### config.mk
export PLATFORM = sky130hd
export DESIGN_NAME = frame_serializer
export DESIGN_NICKNAME = d
export VERILOG_FILES = /design/src/rtl/frame_pkg.sv /design/src/rtl/word_hold_buf.sv /design/src/rtl/frame_serializer.sv
export SDC_FILE = /design/constraint.sdc
export NUM_CORES = 1
export LEC_CHECK = 0
export CORE_MARGIN = 10
export CORE_UTILIZATION = 50
export CTS_CLUSTER_SIZE = 10
export DETAILED_ROUTE_END_ITERATION = 10
export GPL_ROUTABILITY_DRIVEN = 0
export GPL_TIMING_DRIVEN = 0
export PLACE_DENSITY = 0.75
export SYNTH_ARGS = -nofsm -noshare
export SYNTH_HDL_FRONTEND = slang
export SYNTH_SLANG_ARGS = --single-unit
### constraint.sdc
create_clock -name i_clk -period 2.7 [get_ports i_clk]
set_clock_uncertainty 0.2 [all_clocks]
set_input_delay 0.27 -clock i_clk [delete_from_list [all_inputs] [get_ports i_clk]]
set_output_delay 0.27 -clock i_clk [all_outputs]
set_load 0.05 [all_outputs]
### src/rtl/frame_pkg.sv
// Shared types and line constants for the frame serializer.
// FRAME_SERIALIZER_PARITY_EN adds the PARITY state to the state enum.
package frame_pkg;

    typedef enum logic [2:0] {
        IDLE,
        START,
        DATA,
`ifdef FRAME_SERIALIZER_PARITY_EN
        PARITY,
`endif
        STOP
    } frame_state_t;

    localparam logic LINE_IDLE   = 1'b1;
    localparam logic START_LEVEL = 1'b0;

    // Even parity over the zero-extended word, inverted when odd is set.
    function automatic logic parity_calc(input logic [31:0] data, input logic odd);
        return (^data) ^ odd;
    endfunction

endpackage

### src/rtl/word_hold_buf.sv
// One-entry valid/ready hold register feeding the frame serializer.
// The ready output is registered and always equals the inverse of full.
module word_hold_buf #(
    parameter int WIDTH = 8
) (
    input  logic             clk,
    input  logic             reset,
    input  logic [WIDTH-1:0] in_data,
    input  logic             in_valid,
    input  logic             drain,
    output logic             ready,
    output logic             full,
    output logic [WIDTH-1:0] data
);

    logic             full_reg;
    logic             full_next;
    logic             ready_reg;
    logic [WIDTH-1:0] data_reg;
    logic             accept;

    assign accept = in_valid && ready_reg;

    // Accept and drain never coincide: ready is low whenever there is something to drain.
    always_comb begin
        full_next = full_reg;
        if (accept)
            full_next = 1'b1;
        else if (drain)
            full_next = 1'b0;
    end

    always_ff @(posedge clk or posedge reset) begin
        if (reset) begin
            full_reg  <= 1'b0;
            ready_reg <= 1'b1;
            data_reg  <= '0;
        end else begin
            full_reg  <= full_next;
            ready_reg <= ~full_next;
            if (accept)
                data_reg <= in_data;
        end
    end

    assign ready = ready_reg;
    assign full  = full_reg;
    assign data  = data_reg;

endmodule

### src/rtl/frame_serializer.sv
// Strobe-paced serial framer: start bit, data LSB-first, optional parity, stop bit(s).
// Define FRAME_SERIALIZER_PARITY_EN to insert a parity bit (PARITY_ODD selects odd parity).
module frame_serializer
    import frame_pkg::*;
#(
    parameter int DATA_WIDTH = 8,
    parameter int STOP_BITS  = 1,
`ifdef FRAME_SERIALIZER_PARITY_EN
    parameter bit PARITY_ODD = 1'b0,
`endif
    parameter int CNT_W      = (DATA_WIDTH > 1) ? $clog2(DATA_WIDTH) : 1
) (
    input  logic                  i_clk,
    input  logic                  i_reset,
    input  logic                  i_strobe,
    input  logic [DATA_WIDTH-1:0] i_data,
    input  logic                  i_valid,
    output logic                  o_ready,
    output logic                  o_bit,
    output logic                  o_bit_valid,
    output logic                  o_busy
);

    localparam logic [CNT_W-1:0] LAST_BIT  = CNT_W'(DATA_WIDTH - 1);
    localparam logic             LAST_STOP = 1'(STOP_BITS - 1);

    frame_state_t          state_reg;
    logic [DATA_WIDTH-1:0] shift_reg;
    logic [CNT_W-1:0]      bit_cnt_reg;
    logic                  stop_cnt_reg;
    logic                  bit_reg;
    logic                  bit_valid_reg;
    logic                  hold_full;
    logic [DATA_WIDTH-1:0] hold_data;
    logic                  load;
    logic                  next_lsb;

    word_hold_buf #(
        .WIDTH (DATA_WIDTH)
    ) u_hold (
        .clk      (i_clk),
        .reset    (i_reset),
        .in_data  (i_data),
        .in_valid (i_valid),
        .drain    (load),
        .ready    (o_ready),
        .full     (hold_full),
        .data     (hold_data)
    );

    // A new frame starts from IDLE or directly after the last stop bit.
    assign load = i_strobe && hold_full &&
                  ((state_reg == IDLE) || ((state_reg == STOP) && (stop_cnt_reg == LAST_STOP)));

    generate
        if (DATA_WIDTH > 1) begin : g_next_lsb
            assign next_lsb = shift_reg[1];
        end else begin : g_next_lsb_single
            assign next_lsb = LINE_IDLE;
        end
    endgenerate

`ifdef FRAME_SERIALIZER_PARITY_EN
    logic parity_reg;

    always_ff @(posedge i_clk or posedge i_reset) begin
        if (i_reset)
            parity_reg <= 1'b0;
        else if (load)
            parity_reg <= parity_calc(32'(hold_data), PARITY_ODD);
    end
`endif

    always_ff @(posedge i_clk or posedge i_reset) begin
        if (i_reset) begin
            state_reg     <= IDLE;
            shift_reg     <= '0;
            bit_cnt_reg   <= '0;
            stop_cnt_reg  <= 1'b0;
            bit_reg       <= LINE_IDLE;
            bit_valid_reg <= 1'b0;
        end else begin
            bit_valid_reg <= 1'b0;
            if (i_strobe) begin
                if (load) begin
                    state_reg     <= START;
                    shift_reg     <= hold_data;
                    bit_reg       <= START_LEVEL;
                    bit_valid_reg <= 1'b1;
                end else begin
                    case (state_reg)
                        IDLE: begin
                            bit_reg <= LINE_IDLE;
                        end
                        START: begin
                            state_reg     <= DATA;
                            bit_reg       <= shift_reg[0];
                            bit_cnt_reg   <= '0;
                            bit_valid_reg <= 1'b1;
                        end
                        DATA: begin
                            bit_valid_reg <= 1'b1;
                            if (bit_cnt_reg == LAST_BIT) begin
                                stop_cnt_reg <= 1'b0;
`ifdef FRAME_SERIALIZER_PARITY_EN
                                state_reg    <= PARITY;
                                bit_reg      <= parity_reg;
`else
                                state_reg    <= STOP;
                                bit_reg      <= LINE_IDLE;
`endif
                            end else begin
                                shift_reg   <= shift_reg >> 1;
                                bit_reg     <= next_lsb;
                                bit_cnt_reg <= bit_cnt_reg + CNT_W'(1);
                            end
                        end
`ifdef FRAME_SERIALIZER_PARITY_EN
                        PARITY: begin
                            state_reg     <= STOP;
                            bit_reg       <= LINE_IDLE;
                            stop_cnt_reg  <= 1'b0;
                            bit_valid_reg <= 1'b1;
                        end
`endif
                        STOP: begin
                            bit_reg <= LINE_IDLE;
                            if (stop_cnt_reg == LAST_STOP) begin
                                state_reg <= IDLE;
                            end else begin
                                stop_cnt_reg  <= 1'b1;
                                bit_valid_reg <= 1'b1;
                            end
                        end
                        default: state_reg <= IDLE;
                    endcase
                end
            end
        end
    end

    assign o_bit       = bit_reg;
    assign o_bit_valid = bit_valid_reg;
    assign o_busy      = (state_reg != IDLE) || hold_full;

endmodule

[Word-level counts from Yosys, hierarchy flattened]
Index checks and enable logic that the tools add are counted.
Cells by class
  add/subtract/negate cells: 1
  eq/ne operators: 10
  multiplexer cells: 20
  bitwise logic cells: 3
  reductions and logical operators: 19
Operator list (count)
  8-bit 2-to-1 mux: 3
  3-bit 2-to-1 mux: 4
  3-bit case mux with 4 select lines: 1
  4-bit AND reduction: 3
  1-bit 2-to-1 mux: 8
  2-bit inequality test (second input constant): 4
  3-bit by 2-bit == test with 1-bit output (second input constant): 2
  3-bit inequality test (second input constant): 2
  3-bit case mux with 2 select lines: 1
  2-bit nonzero test: 3
  1-bit logical AND: 4
  1-bit case mux with 2 select lines: 2
  4-bit nonzero test: 1
  2-bit OR reduction: 2
  3-bit by 1-bit adder with 3-bit output (second input constant): 1
  3-bit by 1-bit == test with 1-bit output (second input constant): 1
  3-bit == test (second input constant): 1
  3-bit zero test: 1
  1-bit inverter: 3
  1-bit case mux with 3 select lines: 1
  3-bit AND reduction: 1
  3-bit nonzero test: 1
  1-bit logical OR: 2
  2-bit AND reduction: 1
Storage, ports and cells
  register bits: 27
  input bits: 12

[Depth between registers and ports, before layout]
Gate-level depths: netlist of run 1.
  depth after elaboration: 7
  mapped depth: 6
  depth with buffers taken out: 5

[Modules after synthesis]
From an unflattened synthesis of run 1, not the netlist that was laid out.
Unflattened totals
  cells, all modules: 93
  area total of the unflattened synthesis: 1246.2 um2
Modules (own cells, without submodules)
  frame_serializer: times used 1, cells each 70, area an instance 843.3 um2, seq. area each 376.6 um2
  word_hold_buf: times used 1, cells each 23, area an instance 402.9 um2, seq. area each 251.5 um2

[Worst setup path before layout of run 1]
No wires, ideal clock.
  kind: reg-to-reg
  start point: register state_reg[0]
  end point: register shift_reg[0]
  library setup time: 125 ps
  arrival time: 1622 ps
  setup slack: 753 ps
  stages on the path, launching flop included: 7
  buffers on the path: 1
  cells stage by stage: dfrtp_1 > inv_1 > ha_1 > nor2b_2 > buf_6 > mux2_4 > mux2_2
On the way
  longest elaborated chain between the ends: 6
  elaborated cells between the ends (all ways): 10
  those cells by class: 3 x eq/ne; 1 x mux; 6 x reduce/logical
RTL lines
  from (decl): line frame_serializer.sv:27  | frame_state_t state_reg;
  from (signal assigned): line frame_serializer.sv:76  | state_reg <= IDLE;
  from (signal assigned): line frame_serializer.sv:86  | state_reg <= START;
  from (signal assigned): line frame_serializer.sv:96  | state_reg <= DATA;
  3-bit by 2-bit == test with 1-bit output: line frame_serializer.sv:53  | ((state_reg == IDLE) || ((state_reg == STOP) && (stop_cnt_reg == LAST_STOP)));
  1-bit logical AND: line frame_serializer.sv:53
  1-bit logical OR: line frame_serializer.sv:53
  1-bit logical AND: line frame_serializer.sv:52  | assign load = i_strobe && hold_full &&
  2-bit inequality test (no source line) or 2-bit nonzero test (tied branches)
  3-bit AND reduction (no source line)
  to (signal assigned): line frame_serializer.sv:87  | shift_reg <= hold_data;
  to (signal assigned): line frame_serializer.sv:113  | shift_reg <= shift_reg >> 1;
  to (decl): line frame_serializer.sv:28  | logic [DATA_WIDTH-1:0] shift_reg;
Several ways; a longest one is shown, not always the timed one.
A chain may end at the register's enable or synchronous reset.

[Worst setup path after layout of run 1]
  start point: register state_reg[0]
  end point: output o_busy
On the way
  longest elaborated chain between the ends: 2
RTL lines
  3-bit nonzero test: line frame_serializer.sv:144  | assign o_busy = (state_reg != IDLE) || hold_full;
  1-bit logical OR: line frame_serializer.sv:144
  to (decl): line frame_serializer.sv:21  | output logic o_busy
Every way passes these cells.

==> summary.txt, run 1 <==
Yosys
  – Syn. warnings: 0
  – Synth top area share: a little under half
  – Syn_area_per_cell: roughly 13 um^2
  – Seq/Total Area, Yosys: approximately 52%
  – Synth Register Bits: 25
  – Mapped Nets: 110
  – Synth area leaders: dfrtp_1 (47%), mux2_2 (15%), ha_1 (5.1%)
  – Netlist cell types: 29
  – Synth Cell Area: about 1200 um^2
  – Area leader, netlist: dfrtp_1
  – Post-synthesis cell count: 93

Clock tree
  – CTS Hold Bufs: 0
  – Clock Sinks: 25
  – H-tree depth: 1
  – Post-CTS setup buffer count: 0
  – Root buf cell: clkbuf_4
  – Max clock buf depth: 2
  – CTS tree: built
  – TritonCTS Buffers: 3
  – Clk_lat worst skew: 0.33 ns
  – Clock-pin slew on the worst setup and hold paths: ~0.14 ns
  – Post_cts resized: 0

Floorplanning
  – Row Count: 17
  – Core Region: between 2000 and 2500 um^2
  – # IOs: 16
  – Die height: just under 70 um
  – Initial Util: approximately 54%
  – Die Wd: 69.3 um
  – Die ar.: roughly 4800 um^2

Route
  – Routed WL: around 2.1 mm
  – Routed vias/inst: 5.60
  – WL/cell: 14.8 um
  – Pre-antenna DRT Iters: 4
  – Vias: roughly 780
  – Antenna violation net count after detailed routing: 0
  – Drt initial violations: 26
  – # DRC: 0

Status
  – Status: complete, no violations

GRT
  – Initial antenna violation count: 0
  – Vias in the first global route: around 850
  – Overflow after GRT: 0
  – Largest net degree at the start of global routing: 26
  – First-pass GRT wire length: roughly 3.7 mm
  – All-Layer GR Usage: 9.09%

Final layout
  – Net count, final: approximately 130
  – Multi-input gate area: ~550 um^2
  – Share of cells above drive strength 1: between 20% and 30%
  – Fin util: 63.1%
  – Area growth syn-to-layout: 17.0%
  – Fillers: slightly above 200
  – Final Non-Filler Cells: 139
  – Ant. Diodes: 0
  – Reg area: around 630 um^2

Worst setup path
  – Critical Path RT: roughly 2.2 ns
  – CP Launch Type: register
  – Crit Path Max Fanout: 5
  – CP arrival: slightly below 2 ns
  – Setup CP Type: register to output port
  – Critical Path Sink Type: output port

Timing
  – Max Transition Viols Final: 0
  – Achievable clock frequency: between 0.4 and 0.5 GHz
  – Setup-failing EPs final: 0
  – TNS Setup: 0 ns
  – RSZ-0062 raised after global routing: no
  – Hold Vio Cnt, Final: 0
  – Final min period: about 2.4 ns
  – Final period util: between 80% and 90%
  – Worst-margin pin slew: 0.909 ns
  – Hold WS: about 0.2 ns
  – Normalized max-slew margin: about 39%

Power and ir drop
  – Total power: 1.70 mW
  – Pwr dens: roughly 1200 nW/um^2
  – Lkg Pwr: approximately 0.67 nW
  – VDD IR max: 0.000721 V

Place
  – PortBufs: 14
  – Placed cells: approximately 140
  – Hpwl dp: 1.55 mm

Min path
  – Hold Path Class: input pin to register

Flow run
  – Max-cap violations: 0
cell type report:
type	instances	share of cell area, %
Buffer	3	1.32
Clock buffer	3	1.58
Clock inverter	1	0.616
Inverter	5	1.32
Multi-Input combinational cell	60	38.7
Sequential cell	25	44.2
Tap cell	28	2.46
Timing Repair Buffer	14	9.85
path summary, 6_finish.rpt:
path                              start              to  depth (start not counted)  slack, ns
setup / recovery           state_reg[0]          o_busy                          4       0.29
hold / removal                 i_strobe    state_reg[1]                          3       0.20
setup reg to reg           state_reg[0]    shift_reg[0]                          6       0.58
hold reg to reg            shift_reg[4]    shift_reg[4]                          1       0.30
max in group asynchronous       i_reset     o_bit_valid                          2       1.53
min in group asynchronous       i_reset  u_hold.data[0]                          2       0.21
placed cells by master (no fill, tap or decap), types with 2 or more instances in the layout:
master and n:
clkbuf_1 2, nand2_1 3, nor2b_2 2, mux2_4 2
a22o_1 4, nor2b_1 2, nand2b_1 2, and3_1 3
dfrtp_1 23, mux2_2 16, inv_1 5, a32o_1 2
o21ai_0 2, a211o_1 3, clkbuf_4 3, clkdlybuf4s50_1 14
dfstp_2 2, ha_1 5, and4_1 3
per-layer routing:
metal / routed length, um / up-vias / global-route usage (%)
met5: 0 / - / 0
met4: 16 / 0 / 2.00
met3: 82 / 2 / 3.71
met2: 1010 / 17 / 15.2
met1: 951 / 383 / 10.5
li1: - / 376 / -
cell usage after synthesis:
library cell and n:
a211o_1 3, a21boi_0 1, a21o_1 1, a21oi_1 1, a22o_1 4, a311oi_1 1
a32o_1 2, a32oi_1 1, and3_1 3, and3b_1 1, and4_1 3, buf_6 1
clkbuf_1 2, dfrtp_1 23, dfstp_2 2, ha_1 5, inv_1 5, mux2_2 16
mux2_4 2, nand2_1 3, nand2b_1 2, nor2b_1 2, nor2b_2 2, nor4b_1 1
o21a_1 1, o21ai_0 2, o21ai_2 1, o21bai_1 1, or3b_2 1
kinds of logic (layout without fill, tap and decap cells):
family,after synthesis,count (layout),synth area share (%)
buffers and inverters,8,26,3.09
AND/OR/NAND/NOR,18,18,10.3
multiplexers,18,18,17.3
adder cells (fa/ha/maj),5,5,5.14
AO/OA/AOI/OAI,19,19,12.6
flip-flops,25,25,51.6
where the power goes:
group | leakage [nW] | internal [mW] | switching [mW]
combinational | 0.344 | 0.443 | 0.420
clock | 0.0183 | 0.0604 | 0.121
sequential | 0.304 | 0.559 | 0.0968
total | 0.665 | 1.06 | 0.638
stage by stage:
| step | worst slack [ns] | area (um^2) |
|---|---|---|
| finish | 0.290 | 1420 |
| global route | 0.216 | 1420 |
| CTS | 0.281 | 1420 |
| detailed placement | 0.587 | 1390 |
| global placement | 0.632 | 1390 |
| floorplan | 0.753 | 1220 |
worst max-delay path, stage by stage (launching register included):
cell	delay, ns
dfrtp_1	0.40
inv_1	0.08
ha_1	0.26
nand2b_1	0.09
clkdlybuf4s50_1	0.80
No activity file was read; power rests on OpenSTA's default activity.
==> run 2: changes to the inputs <==
--- a/config.mk
+++ b/config.mk
@@ -5,13 +5,15 @@
 export SDC_FILE = /design/constraint.sdc
 export NUM_CORES = 1
 export LEC_CHECK = 0
+export CAP_MARGIN = 30
 export CORE_MARGIN = 10
 export CORE_UTILIZATION = 50
 export CTS_CLUSTER_SIZE = 10
 export DETAILED_ROUTE_END_ITERATION = 10
 export GPL_ROUTABILITY_DRIVEN = 0
 export GPL_TIMING_DRIVEN = 0
-export PLACE_DENSITY = 0.75
+export PLACE_DENSITY_LB_ADDON = 0.08
 export SYNTH_ARGS = -nofsm -noshare
 export SYNTH_HDL_FRONTEND = slang
 export SYNTH_SLANG_ARGS = --single-unit
+export TNS_END_PERCENT = 30
==> run 2 against run 1 <==
Sequential cell count unchanged; wire length increased by 9.3%; critical endpoint unchanged; die area unchanged; non-clock buffer count increased by 2; sequential power about the same; global-route usage increased by 0.31 points; clock power decreased by 10%; largest cell class unchanged.
==> summary.txt, run 2 (synthesis results as in run 1) <==
Worst setup path
  – CP Launch Type: register (unchanged)
  – FF-to-FF path depth: 6 (unchanged)
  – Critical Path Sink Type: output port (unchanged)
  – Reg-to-Reg End: shift_reg[1] (was shift_reg[0])
  – Setup CP Type: register to output port (unchanged)
  – Reg-to-reg slack, setup: 0.59 ns (was 0.58 ns)
  – Critical Path RT: 2.23 ns (about the same)
  – Worst R2R Start: state_reg[0] (unchanged)
  – CP arrival: 1.91 ns (was 1.94 ns)
  – Crit Path Max Fanout: 5 (unchanged)

Final layout
  – Area growth syn-to-layout: 19.7% (was 17.0%)
  – Fin util: 64.5% (was 63.1%)
  – Most common cell after layout, fill and taps aside: dfrtp_1 (unchanged)
  – Share of cells above drive strength 1: 25.7% (was 26.1%)
  – Commonest cells after routing, fill and taps aside: dfrtp_1 (23), mux2_2 (16), clkdlybuf4s50_1 (14) (unchanged)
  – Ant. Diodes: 0 (unchanged)
  – Net count, final: 131 (was 129)
  – Final Non-Filler Cells: 141 (was 139)

Timing
  – Achievable clock frequency: 0.419 GHz (was 0.415 GHz)
  – Final min period: 2.38 ns (was 2.41 ns)
  – TNS Setup: 0 ns (unchanged)
  – Normalized max-slew margin: 66.6% (was 39.3%)
  – Final period util: 88.3% (was 89.3%)
  – Hold WS: 0.225 ns (was 0.199 ns)
  – Max Transition Viols Final: 0 (unchanged)
  – RSZ-0062 raised after global routing: no (unchanged)
  – Setup-failing EPs final: 0 (unchanged)
  – Hold Vio Cnt, Final: 0 (unchanged)
  – Worst-margin pin slew: 0.499 ns (was 0.909 ns)

Clock tree
  – H-tree depth: 1 (unchanged)
  – CTS tree: built (unchanged)
  – Clock Sinks: 25 (unchanged)
  – Root buf cell: clkbuf_4 (unchanged)
  – Clk_lat worst skew: 0.31 ns (was 0.33 ns)
  – Clock-pin slew on the worst setup and hold paths: 0.13 ns (was 0.14 ns)
  – Max clock buf depth: 2 (unchanged)
  – TritonCTS Buffers: 3 (unchanged)

Place
  – Placed cells: 135 (unchanged)
  – Hpwl dp: 1.60 mm (was 1.55 mm)
  – PortBufs: 14 (unchanged)

Floorplanning
  – Core Region: 2250 um^2 (unchanged)
  – # IOs: 16 (unchanged)
  – Row Count: 17 (unchanged)
  – Die Wd: 69.3 um (unchanged)
  – Initial Util: 53.9% (unchanged)
  – Die ar.: 4810 um^2 (unchanged)
  – Die height: 69.3 um (unchanged)

GRT
  – Largest net degree at the start of global routing: 26 (unchanged)
  – Initial antenna violation count: 0 (unchanged)
  – Overflow after GRT: 0 (unchanged)
  – Vias in the first global route: 868 (was 852)
  – First-pass GRT wire length: 3.88 mm (was 3.72 mm)
  – All-Layer GR Usage: 9.40% (was 9.09%)

Power and ir drop
  – Switching share of total power: 37.0% (was 37.5%)
  – Internal cell power: 1.07 mW (was 1.06 mW)
  – Comb power frac: 51.8% (was 50.8%)
  – Pwr dens: 1160 nW/um^2 (was 1200 nW/um^2)
  – Seq pwr share: 38.6% (about the same)
  – Lkg Pwr: 0.679 nW (was 0.665 nW)
  – Total power: 1.69 mW (was 1.70 mW)
  – Clock share of power: 9.6% (was 10.7%)
  – Switch Pwr: 626 uW (was 638 uW)
  – VDD IR max: 0.000668 V (was 0.000721 V)

Route
  – # DRC: 0 (unchanged)
  – Pre-antenna DRT Iters: 7 (was 4)
  – WL/cell: 15.9 um (was 14.8 um)
  – Vias: 796 (was 778)
  – Drt initial violations: 57 (was 26)
  – Routed vias/inst: 5.65 (was 5.60)
  – Routed WL: 2.25 mm (was 2.06 mm)
  – Antenna violation net count after detailed routing: 0 (unchanged)

Min path
  – Hold Path Class: input pin to register (unchanged)
  – Hold Path Depth: 3 (unchanged)
  – Hold endpoint: state_reg[1] (unchanged)
  – Startpoint of the worst hold path: i_strobe (unchanged)

Status
  – Status: complete, no violations (unchanged)

Flow run
  – Max-cap violations: 0 (unchanged)
-- run 2: cell count changes in the layout (fill, tap and decap cells not counted), sizes merged --
cell,delta
buf,+1
clkbuf,+1
dlygate4sd3,+1
inv,-1
-- run 2: worst max-delay path: stages (launching register included) --
cell and delay (ns):
dfrtp_1 0.38, inv_1 0.07, ha_1 0.26, nand2b_1 0.10, clkdlybuf4s50_1 0.80
-- run 2: routing by layer --
metal | vias up | routed length (um) | GRT usage [%]
met1 | 398 | 998 | 11.1
met5 | - | 0 | 0
met3 | 2 | 90 | 2.28
met4 | 0 | 14 | 4.66
li1 | 385 | - | -
met2 | 11 | 1140 | 15.3
-- run 2: timing repair --
action | 4_1_cts | 5_1_grt
endpoints found under the hold margin | 0 | 1
resized for setup | 0 | 0
hold buffers | 0 | 1
setup buffers | 0 | 0
-- run 2: worst max-delay path by stage --
stage / depth (start not counted) / end / startpoint / slack, ns
after floorplan: 6 / shift_reg[0] / state_reg[0] / 0.75
after global placement: 6 / shift_reg[0] / state_reg[0] / 0.62
after detailed placement: 6 / shift_reg[0] / state_reg[0] / 0.59
after CTS: 4 / o_busy / state_reg[0] / 0.28
after global routing: 4 / o_busy / state_reg[0] / 0.17
final: 4 / o_busy / state_reg[0] / 0.32
-- run 2: power by group through the flow --
| stage | registers (mW) | logic, mW | clock network, mW |
|---|---|---|---|
| after floorplan | 0.710 | 0.626 | 0 |
| after global placement | 0.658 | 0.848 | 0 |
| after detailed placement | 0.664 | 0.876 | 0 |
| after CTS | 0.655 | 0.880 | 0.173 |
| after global routing | 0.683 | 0.968 | 0.193 |
| final | 0.654 | 0.878 | 0.162 |
-- run 2: layout make-up --
| cell class | instances | area [um^2] |
|---|---|---|
| plain buffers | 3 | 18.8 |
| clock buffers | 4 | 26.3 |
| fillers | 204 | 800 |
| inverters | 5 | 18.8 |
| multi-input cells | 60 | 551 |
| flip-flops and latches | 25 | 628 |
| well taps | 28 | 35.0 |
| repair buffers | 16 | 178 |
-- run 2: stage by stage --
| step | setup WS [ns] | cell area (um^2) |
|---|---|---|
| after floorplan | 0.753 | 1220 |
| after global placement | 0.616 | 1390 |
| after detailed placement | 0.592 | 1390 |
| after CTS | 0.276 | 1420 |
| after global routing | 0.172 | 1460 |
| final | 0.315 | 1460 |
==> run 3: changes to the inputs <==
--- a/config.mk
+++ b/config.mk
@@ -13,6 +13,7 @@
 export GPL_ROUTABILITY_DRIVEN = 0
 export GPL_TIMING_DRIVEN = 0
 export PLACE_DENSITY_LB_ADDON = 0.08
+export SLEW_MARGIN = 0
 export SYNTH_ARGS = -nofsm -noshare
 export SYNTH_HDL_FRONTEND = slang
 export SYNTH_SLANG_ARGS = --single-unit
==> results of run 3 <==
No change in the layout: final DEF, timing and power equal those of run 2.
